<file path="config.mk">
export PLATFORM = sky130hd
export DESIGN_NAME = spi_master_xfer_ctrl
export DESIGN_NICKNAME = d
export VERILOG_FILES = /design/src/rtl/spi_master_xfer_ctrl.sv
export SDC_FILE = /design/constraint.sdc
export NUM_CORES = 1
export LEC_CHECK = 0
export ABC_AREA = 0
export BUFFER_PORTS_ARGS = -buffer_cell sky130_fd_sc_hd__buf_2
export CORE_ASPECT_RATIO = 0.9
export CORE_MARGIN = 2
export CORE_UTILIZATION = 58
export DETAILED_ROUTE_END_ITERATION = 10
export HOLD_SLACK_MARGIN = 0.15
export PLACE_DENSITY = 0.89
export SETUP_SLACK_MARGIN = 0.02
export SYNTH_ARGS = -nofsm -noshare
export SYNTH_HDL_FRONTEND = slang
export SYNTH_SLANG_ARGS = --single-unit
</file>
<file path="constraint.sdc">
create_clock -name clk -period 4.25 [get_ports clk]
set_input_delay 0.85 -clock clk [delete_from_list [all_inputs] [get_ports clk]]
set_output_delay 0.85 -clock clk [all_outputs]
set_load 0.05 [all_outputs]
</file>
<file path="src/rtl/spi_master_xfer_ctrl.sv">
// SPI master transfer controller: sequences CS, SDO launch and SDI capture from clock-generator pulses.
// Optional feature macro SPI_XFER_CTRL_LSB_FIRST_EN adds a per-command lsb_first bit order select.
module spi_master_xfer_ctrl #(
   parameter int CS_GAP = 2
) (
   input  logic        clk,
   input  logic        rstn,
   input  logic        start,
   output logic        ready,
   input  logic [4:0]  cmd_len,
   input  logic [31:0] tx_data,
   output logic [31:0] rx_data,
   output logic        done,
   output logic        busy,
   output logic        clkgen_en,
   input  logic        spi_fall,
   input  logic        spi_rise,
   output logic        spi_csn,
   output logic        spi_sdo,
   input  logic        spi_sdi
`ifdef SPI_XFER_CTRL_LSB_FIRST_EN
   ,
   input  logic        lsb_first
`endif
);

   typedef enum logic [2:0] {IDLE, SETUP, SHIFT, HOLD, GAP} state_t;

   localparam logic [3:0] GAP_LOAD = 4'(CS_GAP - 1);

   state_t      state;
   logic [31:0] tx_sr;
   logic [31:0] rx_sr;
   logic [4:0]  bit_cnt;
   logic [3:0]  gap_cnt;
   logic        tx_bit;
   logic [31:0] tx_next;
   logic [31:0] rx_next;
`ifdef SPI_XFER_CTRL_LSB_FIRST_EN
   logic        lsb_q;
   logic [4:0]  len_q;
`endif

   assign rx_data = rx_sr;

   always_comb begin
      tx_bit  = tx_sr[31];
      tx_next = {tx_sr[30:0], 1'b0};
      rx_next = {rx_sr[30:0], spi_sdi};
`ifdef SPI_XFER_CTRL_LSB_FIRST_EN
      // LSB-first rx enters at bit N-1 and walks down, so bits above N-1 stay zero
      if (lsb_q) begin
         tx_bit  = tx_sr[0];
         tx_next = {1'b0, tx_sr[31:1]};
         rx_next = (rx_sr >> 1) | ({31'd0, spi_sdi} << len_q);
      end
`endif
   end

   always_ff @(posedge clk) begin
      if (!rstn) begin
         state     <= IDLE;
         ready     <= 1'b1;
         busy      <= 1'b0;
         done      <= 1'b0;
         spi_csn   <= 1'b1;
         clkgen_en <= 1'b0;
         spi_sdo   <= 1'b0;
         tx_sr     <= '0;
         rx_sr     <= '0;
         bit_cnt   <= '0;
         gap_cnt   <= '0;
`ifdef SPI_XFER_CTRL_LSB_FIRST_EN
         lsb_q     <= 1'b0;
         len_q     <= '0;
`endif
      end else begin
         done <= 1'b0;
         case (state)
            IDLE: if (start) begin
               state   <= SETUP;
               ready   <= 1'b0;
               busy    <= 1'b1;
               spi_csn <= 1'b0;
               tx_sr   <= tx_data;
               rx_sr   <= '0;
               bit_cnt <= cmd_len;
`ifdef SPI_XFER_CTRL_LSB_FIRST_EN
               lsb_q   <= lsb_first;
               len_q   <= cmd_len;
`endif
            end
            SETUP: begin
               state     <= SHIFT;
               clkgen_en <= 1'b1;
            end
            SHIFT: begin
               if (spi_fall) begin
                  spi_sdo <= tx_bit;
                  tx_sr   <= tx_next;
               end
               if (spi_rise) begin
                  rx_sr   <= rx_next;
                  bit_cnt <= bit_cnt - 5'd1;
                  if (bit_cnt == 5'd0) begin
                     state     <= HOLD;
                     clkgen_en <= 1'b0;
                  end
               end
            end
            HOLD: begin
               state   <= GAP;
               spi_csn <= 1'b1;
               done    <= 1'b1;
               gap_cnt <= GAP_LOAD;
            end
            GAP: begin
               if (gap_cnt == 4'd0) begin
                  state <= IDLE;
                  ready <= 1'b1;
                  busy  <= 1'b0;
               end else begin
                  gap_cnt <= gap_cnt - 4'd1;
               end
            end
            default: state <= IDLE;
         endcase
      end
   end

endmodule
</file>
# Word-level counts from Yosys, hierarchy flattened
# Cells that the tools add are included.
# classes
addsub,2
n_reduce_logical,16
eq_ne,10
muxes,27
# ops
op,count
2-to-1 mux 32 bit,4
one-hot mux 32 bit (2 select lines),2
one-hot mux 3 bit (5 select lines),1
2-to-1 mux 3 bit,4
inequality test 2 bit (second input constant),6
AND reduction 3 bit,4
2-to-1 mux 5 bit,2
one-hot mux 5 bit (2 select lines),1
nonzero test 2 bit,5
one-hot mux 1 bit (2 select lines),4
one-hot mux 4 bit (2 select lines),1
2-to-1 mux 1 bit,7
equality test 3 x 2 -> 1 bit (second input constant),2
AND reduction 2 bit,3
zero test 5 bit,1
subtractor 5 x 1 -> 5 bit (second input constant),1
zero test 4 bit,1
2-to-1 mux 4 bit,1
AND reduction 4 bit,1
subtractor 4 x 1 -> 4 bit (second input constant),1
equality test 3 x 1 -> 1 bit (second input constant),1
equality test 3 bit (second input constant),1
zero test 3 bit,1
# word_totals
elab_cells,66
in_bits,43
regBits,82
output_inout_bits,38

# Longest topological paths before layout
# depth
word_depth,4
mapped_depth,6
depth_no_buf,5

# Worst setup path before layout
# Ideal clock, no wire load.
# synth_timing
path_kind,input to register
start,input port spi_fall
end,register tx_sr[10]
slack_ps,2374
stages,5
required_ps,4159
n_path_buf,2
setup_ps,91
t_arrival_ps,1785
path_cell_list,mux2_2 and2_0 clkbuf_1 clkbuf_1 a311oi_1
# synth_via
elab_chain_len,2
# synth_lines
element,line_no,source
"start, declared",16,"input logic spi_fall,"
inequality test 2 bit (no source line),n/a,
AND reduction 3 bit (no source line),n/a,
"end signal, assigned",85,tx_sr <= tx_data;
"end signal, assigned",100,tx_sr <= tx_next;
"end, declared",32,logic [31:0] tx_sr;
# No other way between the ends.
# A chain may end at the register's enable or synchronous reset.

# Final worst setup path
# layout_timing
start,input port start
end,register tx_sr[31]
# layout_via
elab_chain_len,2
# layout_lines
element,line_no,source
"start, declared",8,"input logic start,"
inequality test 2 bit (no source line),n/a,
AND reduction 3 bit (no source line),n/a,
# No other way between the ends.

==> run metrics <==
Adder-Cell Fraction of Synth Area=0.01027; Critical Path Fanout Max=33; crit end category=flop; Buf/Inv on CP=2; library cells used by synthesis=50; Async SR Flop Fraction=0; Peak Freq=0.4128 GHz; Yosys top cell by area=dfxtp_1; number of diodes=0; CP max-delay cell=mux2_2; row cnt=27; Top delay family on crit path=multiplexers; Synth Area in Compound Gates=0.2657; Final Slew Violations=0; worst vdd ir=around 0.24 mV; Final Core Density=0.6886; first-pass GRT wire length=14190 um; Worst Path Required=4.43 ns; CP max stage delay=about 0.57 ns; EDFF count, synth=0; max-slew headroom at the worst pin=0.1622; Port Buffers=80; Final Setup Violations=0; starting density of the core=0.5977; DP HPWL=between 5000 and 6000 um; Filler Cell Count=497; drt first pass iters=5; Die W=87.68 um; routability cong.=0.8192; DRC=0; CTS Root Cell=clkbuf_8; Startpoint Class=input port; Num Clock Sinks=roughly 80; CTS resizes=0; Die ar.=6953 um^2; critical path startpoint=start; pwr/cell area=around 430 nW/um^2; vias in the first global route=about 3.0k; CTS Buffer Depth=2; Fin. Hold Viols=0; WP data arrival=2.60 ns; vias per inst=a little over 6; Mapped Area=between 3000 and 4000 um^2; Worst Tran Pin Value=between 1 and 1.5 ns; Synth Instances=440; crit path cell chain=buf_2 > mux2_2 > and2_0 > buf_4 > a311oi_1; main flop type after synthesis=dfxtp_1; HP Class=reg -> reg; CTS tree=built; max-cap violations=0; top-count cell post-synth=dfxtp_1; share of the synthesized area in the top cell type=0.4492; Die H=~80 um; wirelength, routed=8770 um; Fin Clk Skew=0.008587 ns; routed vias=around 3.5k; Seq/Total Area, Yosys=0.4492; post-CTS setup buffer count=0; Area Growth Syn to Fin=15.20%; detailed-route wire length per cell=approximately 15 um; H-tree levels=3; grt ovf=0; Tot Pwr=about 1.8 mW; Layout Nets=533; number of buffers created by CTS=9; Setup CP Type=in -> reg; global-route usage over all layers=0.2531; Synth top cells by count=dfxtp_1, a21oi_1, nand2_1, nand4_1, a311oi_1; syn_nets=a little under 500; top post-synthesis cells by area=dfxtp_1, a21oi_1, a311oi_1; final worst path period share=0.5700; initial antenna violation count=0; RR Startpoint=state[1]; Top Ports=81; Avg Cell Area, Syn=8.306 um^2; DRT iter0 DRCs=around 370; clk_lat worst skew=0.36 ns; # hold bufs at CTS=0; main combinational cell family by area after synthesis=compound AO/OA/AOI/OAI gates; CTS clk-pin slew, worst paths=0.08 ns; status=finished clean; mux cell area share after synthesis=0.01164; core area=6115 um^2; setup TNS=0 ns; flops & latches, synth=between 80 and 90; layout cell share with drive strength beyond 1=0.2159; RSZ-0062 raised after global routing=no; Post-Synth XOR/XNOR Area=0.002396; Leak=1.658 nW; Final ANT Viol Nets=0; Final min period=2.423 ns; min-delay src=spi_csn; largest net degree at the start of global routing=between 70 and 80; simple-gate share of the synthesized area=0.1897; Synth Warn #=0
==> power breakdown <==
part	internal (mW)	switching, mW
Clock	0.387	0.276
Combinational	0.103	0.205
Sequential	0.822	0.0358
Total	1.31	0.517
==> flip-flops by register name, summed over array words and instances (netlist names) <==
signal	flops
spi_sdo	1
tx_sr	32
clkgen_en	1
rx_data	32
spi_csn	1
gap_cnt	4
done	1
ready	1
state	3
bit_cnt	5
busy	1
==> layout by cell type, fill, tap and decap left out, types with 2 or more instances in the layout <==
master	count
or3_1	2
nand2_1	66
mux2_2	2
nor3_1	2
or4_1	2
a311oi_1	32
nand3_1	2
a31oi_1	2
dfxtp_1	82
inv_1	8
nor4bb_1	2
o21ai_0	22
nor2_1	6
o211a_1	2
a211oi_1	2
a21oi_1	70
o21ai_1	17
buf_4	5
or3b_1	2
o21a_1	3
ha_1	3
bufinv_16	3
nor3b_1	2
buf_2	80
nand3b_1	2
nand4_1	35
clkbuf_8	9
==> metal layers <==
layer | GRT usage | part of all wire
met5 | 0 | 0
met4 | 0.07077 | 0.012
met3 | 0.07588 | 0.059
met2 | 0.3856 | 0.47
met1 | 0.3472 | 0.46
==> cell families after synthesis <==
family	Yosys count
simple gates	133
fa+ha+maj	3
xor+xnor	1
buf+inv	58
compound gates	159
mux	4
flops	82
==> stage by stage <==
stage,setup WS [ns],hold WS (ns),instances,area (um^2)
after floorplan,2.374,0.4435,440,3655
after global placement,1.610,0.4359,563,3979
after detailed placement,1.543,0.4393,563,3979
after CTS,1.895,0.4604,578,4210
after global routing,1.757,0.4835,578,4210
final,1.827,0.4536,578,4210
==> area by class of cell <==
cell class,instances,area [um^2],share of cell area
Clock buffer,10,127.6,0.03031
Clock inverter,5,103.9,0.02467
Inverter,9,33.78,0.008024
Multi-Input combinational cell,300,1757,0.4172
Sequential cell,82,1642,0.3899
Tap cell,87,108.9,0.02585
Timing Repair Buffer,85,437.9,0.1040
==> final timing paths <==
kind	slack, ns	to	cells past startpoint
max	1.83	tx_sr[31]	5
max reg2reg	2.01	tx_sr[31]	4
min reg2reg	0.45	spi_csn	1
min	0.45	spi_csn	1
Note: power is estimated with default switching activity, not from simulation.
